`src/rtl/fetch.sv`:
```
// Instruction fetch stage: initiator side of the decode enable/done handshake.
// A fetch request reads one word from synchronous instruction memory and
// presents pc_out/command to decode with a single-cycle done pulse. The pair
// is held until the next fetch completes.
// Optional feature macro: FETCH_PREFETCH_EN adds a one-entry sequential
// prefetch buffer (pc_out+4) that serves a matching request in one cycle.
module fetch #(
    parameter int ADDR_W       = 14,
    parameter int READ_LATENCY = 1
) (
    input  logic              clk,
    input  logic              rst,
    input  logic              enable,
    input  logic [31:0]       pc,
    output logic              done,
    output logic              busy,
    output logic [31:0]       pc_out,
    output logic [31:0]       command,
    output logic [ADDR_W-1:0] imem_addr,
    input  logic [31:0]       imem_rdata
);

    localparam logic [2:0] LAT = 3'(READ_LATENCY);

    typedef enum logic [1:0] {
        S_IDLE    = 2'd0,
        S_WAIT    = 2'd1
`ifdef FETCH_PREFETCH_EN
        , S_PF_WAIT = 2'd2
`endif
    } state_t;

    state_t            r_state, w_state;
    logic [2:0]        r_cnt, w_cnt;
    logic [31:0]       r_pc_q, w_pc_q;
    logic              r_done, w_done;
    logic              r_busy, w_busy;
    logic [31:0]       r_pc_out, w_pc_out;
    logic [31:0]       r_command, w_command;
    logic [ADDR_W-1:0] r_imem_addr, w_imem_addr;
`ifdef FETCH_PREFETCH_EN
    logic [31:0]       r_pf_pc, w_pf_pc;
    logic [31:0]       r_pf_data, w_pf_data;
    logic              r_pf_valid, w_pf_valid;
    logic              r_pf_claim, w_pf_claim;
    logic [31:0]       w_pc_word;
    logic [31:0]       w_next_pf;
    logic              w_hit;
    logic              w_claim_now;
`endif

    // State and datapath registers; async reset clears everything, aborting any fetch
    always_ff @(posedge clk or posedge rst) begin
        if (rst) begin
            r_state     <= S_IDLE;
            r_cnt       <= '0;
            r_pc_q      <= '0;
            r_done      <= 1'b0;
            r_busy      <= 1'b0;
            r_pc_out    <= '0;
            r_command   <= '0;
            r_imem_addr <= '0;
`ifdef FETCH_PREFETCH_EN
            r_pf_pc     <= '0;
            r_pf_data   <= '0;
            r_pf_valid  <= 1'b0;
            r_pf_claim  <= 1'b0;
`endif
        end else begin
            r_state     <= w_state;
            r_cnt       <= w_cnt;
            r_pc_q      <= w_pc_q;
            r_done      <= w_done;
            r_busy      <= w_busy;
            r_pc_out    <= w_pc_out;
            r_command   <= w_command;
            r_imem_addr <= w_imem_addr;
`ifdef FETCH_PREFETCH_EN
            r_pf_pc     <= w_pf_pc;
            r_pf_data   <= w_pf_data;
            r_pf_valid  <= w_pf_valid;
            r_pf_claim  <= w_pf_claim;
`endif
        end
    end

    // Next-state and next-register logic; all registers hold by default, done defaults low
    always_comb begin
        w_state     = r_state;
        w_cnt       = r_cnt;
        w_pc_q      = r_pc_q;
        w_done      = 1'b0;
        w_busy      = r_busy;
        w_pc_out    = r_pc_out;
        w_command   = r_command;
        w_imem_addr = r_imem_addr;
`ifdef FETCH_PREFETCH_EN
        w_pf_pc     = r_pf_pc;
        w_pf_data   = r_pf_data;
        w_pf_valid  = r_pf_valid;
        w_pf_claim  = r_pf_claim;
        w_pc_word   = {pc[31:2], 2'b00};
        w_next_pf   = {r_pc_out[31:2], 2'b00} + 32'd4;
        w_hit       = r_pf_valid && (w_pc_word == r_pf_pc);
        w_claim_now = 1'b0;
`endif

        case (r_state)
            S_IDLE: begin
                if (enable) begin
`ifdef FETCH_PREFETCH_EN
                    w_pf_valid = 1'b0;
                    if (w_hit) begin
                        w_command = r_pf_data;
                        w_pc_out  = pc;
                        w_done    = 1'b1;
                    end else begin
                        w_imem_addr = pc[ADDR_W+1:2];
                        w_pc_q      = pc;
                        w_cnt       = '0;
                        w_busy      = 1'b1;
                        w_state     = S_WAIT;
                    end
`else
                    w_imem_addr = pc[ADDR_W+1:2];
                    w_pc_q      = pc;
                    w_cnt       = '0;
                    w_busy      = 1'b1;
                    w_state     = S_WAIT;
`endif
                end
`ifdef FETCH_PREFETCH_EN
                else if (r_done) begin
                    // Speculatively read the next sequential word; busy stays low
                    w_imem_addr = w_next_pf[ADDR_W+1:2];
                    w_pc_q      = w_next_pf;
                    w_cnt       = '0;
                    w_pf_valid  = 1'b0;
                    w_state     = S_PF_WAIT;
                end
`endif
            end

            S_WAIT: begin
                w_cnt = r_cnt + 3'd1;
                if (r_cnt == LAT) begin
                    w_command = imem_rdata;
                    w_pc_out  = r_pc_q;
                    w_done    = 1'b1;
                    w_busy    = 1'b0;
                    w_state   = S_IDLE;
                end
            end

`ifdef FETCH_PREFETCH_EN
            S_PF_WAIT: begin
                w_cnt = r_cnt + 3'd1;
                if (enable && !r_pf_claim && (w_pc_word != r_pc_q)) begin
                    // Different target: drop the speculative read, fetch normally
                    w_imem_addr = pc[ADDR_W+1:2];
                    w_pc_q      = pc;
                    w_cnt       = '0;
                    w_busy      = 1'b1;
                    w_pf_valid  = 1'b0;
                    w_state     = S_WAIT;
                end else begin
                    if (enable && !r_pf_claim) begin
                        // Request matches the in-flight word: adopt that read
                        w_claim_now = 1'b1;
                        w_pf_claim  = 1'b1;
                        w_busy      = 1'b1;
                        w_pc_q      = pc;
                    end
                    if (r_cnt == LAT) begin
                        if (r_pf_claim || w_claim_now) begin
                            w_command  = imem_rdata;
                            w_pc_out   = w_claim_now ? pc : r_pc_q;
                            w_done     = 1'b1;
                            w_busy     = 1'b0;
                            w_pf_claim = 1'b0;
                        end else begin
                            w_pf_data  = imem_rdata;
                            w_pf_pc    = r_pc_q;
                            w_pf_valid = 1'b1;
                        end
                        w_state = S_IDLE;
                    end
                end
            end
`endif

            default: begin
                w_state = S_IDLE;
                w_busy  = 1'b0;
            end
        endcase
    end

    assign done      = r_done;
    assign busy      = r_busy;
    assign pc_out    = r_pc_out;
    assign command   = r_command;
    assign imem_addr = r_imem_addr;

endmodule

```
`config.mk`:
```
export PLATFORM = sky130hd
export DESIGN_NAME = fetch
export DESIGN_NICKNAME = d
export VERILOG_FILES = /design/src/rtl/fetch.sv
export SDC_FILE = /design/constraint.sdc
export NUM_CORES = 1
export LEC_CHECK = 0
export CAP_MARGIN = 15
export CORE_ASPECT_RATIO = 1.25
export CORE_MARGIN = 5
export CORE_UTILIZATION = 40
export CTS_CLUSTER_SIZE = 14
export DETAILED_ROUTE_END_ITERATION = 6
export GPL_TIMING_DRIVEN = 0
export PLACE_DENSITY_LB_ADDON = 0.1
export SLEW_MARGIN = 10
export SYNTH_ARGS = -nofsm -noshare
export SYNTH_HDL_FRONTEND = slang
export SYNTH_SLANG_ARGS = --single-unit
```
`constraint.sdc`:
```
create_clock -name clk -period 3.5 [get_ports clk]
set_input_delay 0.7 -clock clk [delete_from_list [all_inputs] [get_ports clk]]
set_output_delay 0.7 -clock clk [all_outputs]
set_load 0.01 [all_outputs]
```
==> metrics.md, run 1 <==
| Metric | Value |
|---|---|
| Clock transition at the registers of the reported paths | `0.07 ns` |
| Global-route usage over all layers | `between 10% and 20%` |
| HP Class | `reg2reg` |
| DRC viols | `0` |
| CTS tree | `yes` |
| Top_reg_cell synth | `dfrtp_1` |
| WP data arrival | `1.39 ns` |
| Ant diodes | `0` |
| Setup CP Type | `reg2out` |
| Final ANT Viol Nets | `0` |
| Static leakage | `around 2.6 nW` |
| Cell family with most CP delay | `buffers and inverters` |
| Worst Setup End Kind | `output pin` |
| Worst EP required | `2.80 ns` |
| Post-CTS setup buffers | `0` |
| Vias in the first global route | `2688` |
| Syn Area/Cell | `roughly 17 um^2` |
| Worst slew margin | `roughly three fifths` |
| Mapped Cells | `between 200 and 250` |
| Detailed router's first-iteration violation count | `33` |
| First-pass GRT wire length | `13.5 mm` |
| Clk_skew | `0.00816 ns` |
| # nets final | `463` |
| Clock Sinks | `101` |
| Top cells by area, synth | `dfrtp_1 (61%), mux2_2 (15%), mux2_4 (15%), buf_4 (3.5%), buf_12 (2.4%)` |
| Levels on crit path | `1` |
| Post-synth EDFFs | `0` |
| Cts bufs inserted | `9` |
| # placed instances | `just over 500` |
| Die area | `12400 um^2` |
| Maximum vdd drop | `400 uV` |
| Rows | `slightly above 40` |
| HPWL Detailed | `about 6 mm` |
| Final setup margin | `1.41 ns` |
| Achievable clock frequency | `478 MHz` |
| Synth Net Count | `305` |
| # Max-Cap Violations | `0` |
| CTS Buffer Depth | `2` |
| Die W | `about 100 um` |
| Hold path cells | `1` |
| CP max FO | `7` |
| Layout cells sized above 1 | `34.3%` |
| Final hold violations | `0` |
| Top Ports | `147` |
| GP Congestion | `0.681` |
| Slew @ Worst Pin | `0.571 ns` |
| Minimum clock period | `2.09 ns` |
| Pwr Density | `980 nW/um^2` |
| Initial antenna violation count | `0` |
| Share of the synthesized area in the top cell type | `approximately 60%` |
| CP bufs+invs | `1` |
| Clock Latency Late Sink | `~0.33 ns` |
| Initial Utilization | `approximately 41%` |
| Place WS | `1.21 ns` |
| Die height | `123 um` |
| H-tree depth | `3` |
| Final setup violation count | `0` |
| P&R area growth vs syn | `47.6%` |
| Worst path max stage delay | `0.59 ns` |
| Synth area leader | `dfrtp_1` |
| Unrepaired setup endpoints after global routing | `false` |
| Final slew viol count | `0` |
| Post-route setup TNS | `0 ns` |
| Ys async rst share | `100%` |
| Post-Layout Cell Count | `528` |
| Slowest CP cell | `clkdlybuf4s50_1` |
| Core Region | `between 10000 and 15000 um^2` |
| Vias per cell | `4.67` |
| Reg2Reg Depth | `6` |
| Synthesized flop and latch total | `101` |
| Worst path cell trace | `clkdlybuf4s50_1` |
| Post-Syn Area | `about 4100 um^2` |
| Critical Path Source Type | `flip-flop` |
| Hold_buf cts | `0` |
| Final core occ | `60.0%` |
| GRT Residual Overflow | `0` |
| Most frequent cell after synthesis | `dfrtp_1` |
| Vias | `2464` |
| First-pass iteration count of the detailed router | `4` |
| Final wirelength | `8.45 mm` |
| Largest net degree at the start of global routing | `60` |
| Post-synth cell types | `16` |
| Final period utilization | `59.8%` |
| Status | `finished, final reports clean` |
| Sequential area share after synthesis | `61.5%` |
| CTS root buf | `clkbuf_16` |
| Ranking of synthesized cells by instance count | `dfrtp_1 (101), mux2_2 (54), mux2_4 (40)` |
| IO Port Bufs | `~150` |
| Avg WL per Cell | `16.0 um` |
| YS warnings | `0` |
| PostCTS Resize Cnt | `0` |
-- per-stage QoR --
step / area (um^2) / hold slack (ns) / total power, mW
floorplan: 4110 / 0.475 / 3.73
global placement: 5730 / 0.484 / 4.93
detailed placement: 5760 / 0.494 / 5.02
CTS: 6070 / 0.506 / 6.05
global route: 6070 / 0.516 / 6.30
finish: 6070 / 0.501 / 5.95
-- where the power goes --
group	total [mW]	leakage [nW]	internal, mW	switching (mW)
Sequential	2.12	1.20	1.78	0.341
Clock	1.00	0.146	0.576	0.425
Combinational	2.83	1.28	1.92	0.911
-- cell type report --
type                    count  area [um^2]
inverters                   3         13.8
repair buffers            147         1490
well taps                 129          161
clock inverters             5         60.1
fillers                   808         4040
flip-flops and latches    101         2530
multi-input cells         107         1330
plain buffers              25          248
clock buffers              11          243
-- sequential cells by signal (all words and copies together) (netlist names) --
register and cells:
command 32, pc_out 32, r_pc_q 32, r_cnt 3, busy 1, done 1
-- path summary, 6_finish.rpt --
| path | from | endpoint | slack, ns |
|---|---|---|---|
| worst max-delay path | busy$_DFFE_PP0P_ | busy | 1.41 |
| worst min-delay path | r_pc_q[26]$_DFFE_PP0P_ | pc_out[26]$_DFFE_PP0P_ | 0.50 |
| worst max register to register | r_cnt[1]$_DFFE_PP0P_ | pc_out[15]$_DFFE_PP0P_ | 1.94 |
| worst min register to register | r_pc_q[26]$_DFFE_PP0P_ | pc_out[26]$_DFFE_PP0P_ | 0.50 |
| max in group asynchronous | rst | pc_out[28]$_DFFE_PP0P_ | 2.04 |
| min in group asynchronous | rst | command[9]$_DFFE_PP0P_ | 0.78 |
-- logic make-up after synthesis --
kind of cell	count (synthesis)	share of synthesized area, %
fa+ha+maj	2	0.609
mux	97	30.2
xor+xnor	1	0.213
compound gates	2	0.426
simple gates	5	0.791
flops	101	61.5
buf+inv	28	6.30
-- placed cells by master (no fill, tap or decap), types with 2 or more instances in the layout --
master	netlist	final
clkbuf_16	0	9
inv_1	3	2
mux2_2	54	54
a22o_1	2	2
buf_12	5	5
mux2_1	2	2
clkinv_4	0	2
clkdlybuf4s50_1	0	146
mux2_4	40	40
dfrtp_1	101	101
nor2_1	2	2
ha_1	2	2
buf_4	19	19
-- routing by layer --
layer | GRT usage (%) | up-vias | wire (um)
met5 | 0 | - | 0
met4 | 6.07 | 0 | 157
met1 | 17.9 | 1242 | 3550
met2 | 22.1 | 84 | 4090
met3 | 4.40 | 12 | 654
li1 | - | 1126 | -
No activity file was read; power rests on OpenSTA's default activity.
==> inputs of run 2 (changes only) <==
--- a/config.mk
+++ b/config.mk
@@ -8,7 +8,7 @@
 export CAP_MARGIN = 15
 export CORE_ASPECT_RATIO = 1.25
 export CORE_MARGIN = 5
-export CORE_UTILIZATION = 40
+export CORE_UTILIZATION = 45
 export CTS_CLUSTER_SIZE = 14
 export DETAILED_ROUTE_END_ITERATION = 6
 export GPL_TIMING_DRIVEN = 0
==> constraint.sdc (replaced) <==
create_clock -name clk -period 2.05 [get_ports clk]
set_input_delay 0.41 -clock clk [delete_from_list [all_inputs] [get_ports clk]]
set_output_delay 0.41 -clock clk [all_outputs]
set_load 0.01 [all_outputs]
==> run 2 against run 1 <==
Wire length fell by 0.19%; clock power rose by 58%; sequential share of layout area barely moved; combinational power rose by 71%; highest routed layer unchanged; die area fell by 10%; register-to-register slack got worse by 1.4 ns; critical path type unchanged; critical path depth did not move.
==> metrics.md, run 2 (synthesis results as in run 1) <==
| Metric | Value |
|---|---|
| Layout cells sized above 1 | `34.7% (+0.33 points)` |
| Rows | `39 (-4.9%)` |
| Commonest non-fill, non-tap cell in the layout | `clkdlybuf4s50_1` |
| Vias in the first global route | `2560 (-4.8%)` |
| Worst EP required | `1.64 ns (-1.16 ns)` |
| DRC viols | `0 (unchanged)` |
| Ant diodes | `0 (unchanged)` |
| Final setup violation count | `0 (unchanged)` |
| Worst path max stage delay | `0.60 ns (about the same)` |
| H-tree depth | `3 (unchanged)` |
| Final wirelength | `8.43 mm (-0.19%)` |
| Clock transition at the registers of the reported paths | `0.07 ns (about the same)` |
| Global-route usage over all layers | `15.9% (+1.8 points)` |
| GRT Residual Overflow | `0 (unchanged)` |
| Unrepaired setup endpoints after global routing | `false` |
| Worst path cell trace | `clkdlybuf4s50_1` |
| Final hold violations | `0 (unchanged)` |
| Slew @ Worst Pin | `0.342 ns (-0.229 ns)` |
| PnR Total Power | `10.0 mW (+69%)` |
| WHS | `0.391 ns (-0.110 ns)` |
| Hold_buf cts | `0 (unchanged)` |
| CTS tree | `yes` |
| Final setup margin | `0.233 ns (-1.17 ns)` |
| Post-Layout Cell Count | `524 (-0.76%)` |
| Final period utilization | `between 80 and 90%` |
| Achievable clock frequency | `550 MHz` |
| Final slew viol count | `0 (unchanged)` |
| First-pass iteration count of the detailed router | `4 (unchanged)` |
| P&R area growth vs syn | `47.6% (about the same)` |
| IO Port Bufs | `146 (unchanged)` |
| Largest net degree at the start of global routing | `32 (-47%)` |
| CTS Buffer Depth | `2 (unchanged)` |
| Pwr Density | `1650 nW/um^2 (+69%)` |
| Critical Path Source Type | `flip-flop` |
| Top Ports | `147 (unchanged)` |
| # Max-Cap Violations | `0 (unchanged)` |
| Minimum clock period | `1.82 ns` |
| Status | `finished, final reports clean` |
| Initial Utilization | `45.5% (+4.9 points)` |
| CP bufs+invs | `1 (unchanged)` |
| Worst Setup End Kind | `output pin` |
| Static leakage | `2.63 nW (+0.19%)` |
| Avg WL per Cell | `16.1 um (+0.57%)` |
| FF-to-FF setup slack | `0.50 ns (-1.44 ns)` |
| Clock Latency Late Sink | `0.34 ns (about the same)` |
| Die W | `95.5 um (-5.1%)` |
| HP Class | `in2async` |
| Clock Sinks | `101 (unchanged)` |
| # nets final | `465 (+0.43%)` |
| Die area | `11200 um^2 (-10%)` |
| GP Congestion | `0.710 (+4.2%)` |
| Most frequent cells in the layout | `clkdlybuf4s50_1 (146), dfrtp_1 (101), mux2_2 (54)` |
| PostCTS Resize Cnt | `0 (unchanged)` |
| Post-route setup TNS | `0 ns (unchanged)` |
| Slowest CP cell | `clkdlybuf4s50_1` |
| HPWL Detailed | `6.22 mm (+1.4%)` |
| Reg2reg start | `r_cnt[0]$_DFFE_PP0P_` |
| Detailed router's first-iteration violation count | `56 (+70%)` |
| Initial antenna violation count | `0 (unchanged)` |
| Reg2Reg Depth | `5 (-1)` |
| Post-CTS setup buffers | `0 (unchanged)` |
| Worst slew margin | `77.2% (+15 points)` |
| Clk_skew | `0.00584 ns (-0.00232 ns)` |
| WP data arrival | `1.41 ns (+0.02 ns)` |
| Final ANT Viol Nets | `0 (unchanged)` |
| Cts bufs inserted | `9 (unchanged)` |
| Vias | `2418 (-1.9%)` |
| First-pass GRT wire length | `13.3 mm (-1.5%)` |
| Reg-to-Reg End | `pc_out[9]$_DFFE_PP0P_` |
| Die height | `117 um (-5.3%)` |
| Maximum vdd drop | `890 uV (+120%)` |
| # placed instances | `508 (-0.78%)` |
| Fillers | `647 (-20%)` |
| Core Region | `9030 um^2 (-11%)` |
| Cell family with most CP delay | `buffers and inverters` |
| CP max FO | `7 (unchanged)` |
| CTS root buf | `clkbuf_16` |
| Place WS | `0.103 ns (-1.11 ns)` |
| Vias per cell | `4.61 (-1.1%)` |
| Setup CP Type | `reg2out` |
run 2: through the flow:
step	cell area [um^2]	utilization [%]
6_report	6070	67.2
5_1_grt	6070	67.2
4_1_cts	6070	67.2
3_5_place_dp	5790	64.1
3_3_place_gp	5730	63.5
2_1_floorplan	4120	-
run 2: cell type report:
class                   count  area, um^2  share of cell area, %
well taps                 123         154                   2.54
inverters                   3        15.0                  0.247
plain buffers              25         248                   4.08
clock inverters             5        36.3                  0.598
flip-flops and latches    101        2530                   41.6
multi-input cells         107        1330                   21.8
clock buffers              11         243                   4.00
repair buffers            149        1520                   25.1
run 2: metal layers:
layer	vias to the layer above	routed length, um	GRT usage [%]
met5	-	0	0
met4	0	91	5.41
met3	6	651	5.37
met2	80	4180	24.9
met1	1208	3510	20.8
li1	1124	-	-
run 2: how the worst max path moves through the flow:
stage | from | end | depth (start not counted)
3_5_place_dp | enable | r_pc_q[26]$_DFFE_PP0P_ | 5
4_1_cts | busy$_DFFE_PP0P_ | busy | 1
3_3_place_gp | rst | command[20]$_DFFE_PP0P_ | 2
2_1_floorplan | rst | busy$_DFFE_PP0P_ | 1
6_report | busy$_DFFE_PP0P_ | busy | 1
5_1_grt | busy$_DFFE_PP0P_ | busy | 1
run 2: power by group:
part	internal (mW)	switching, mW
sequential	3.03	0.571
combinational	3.28	1.57
clock	0.859	0.718
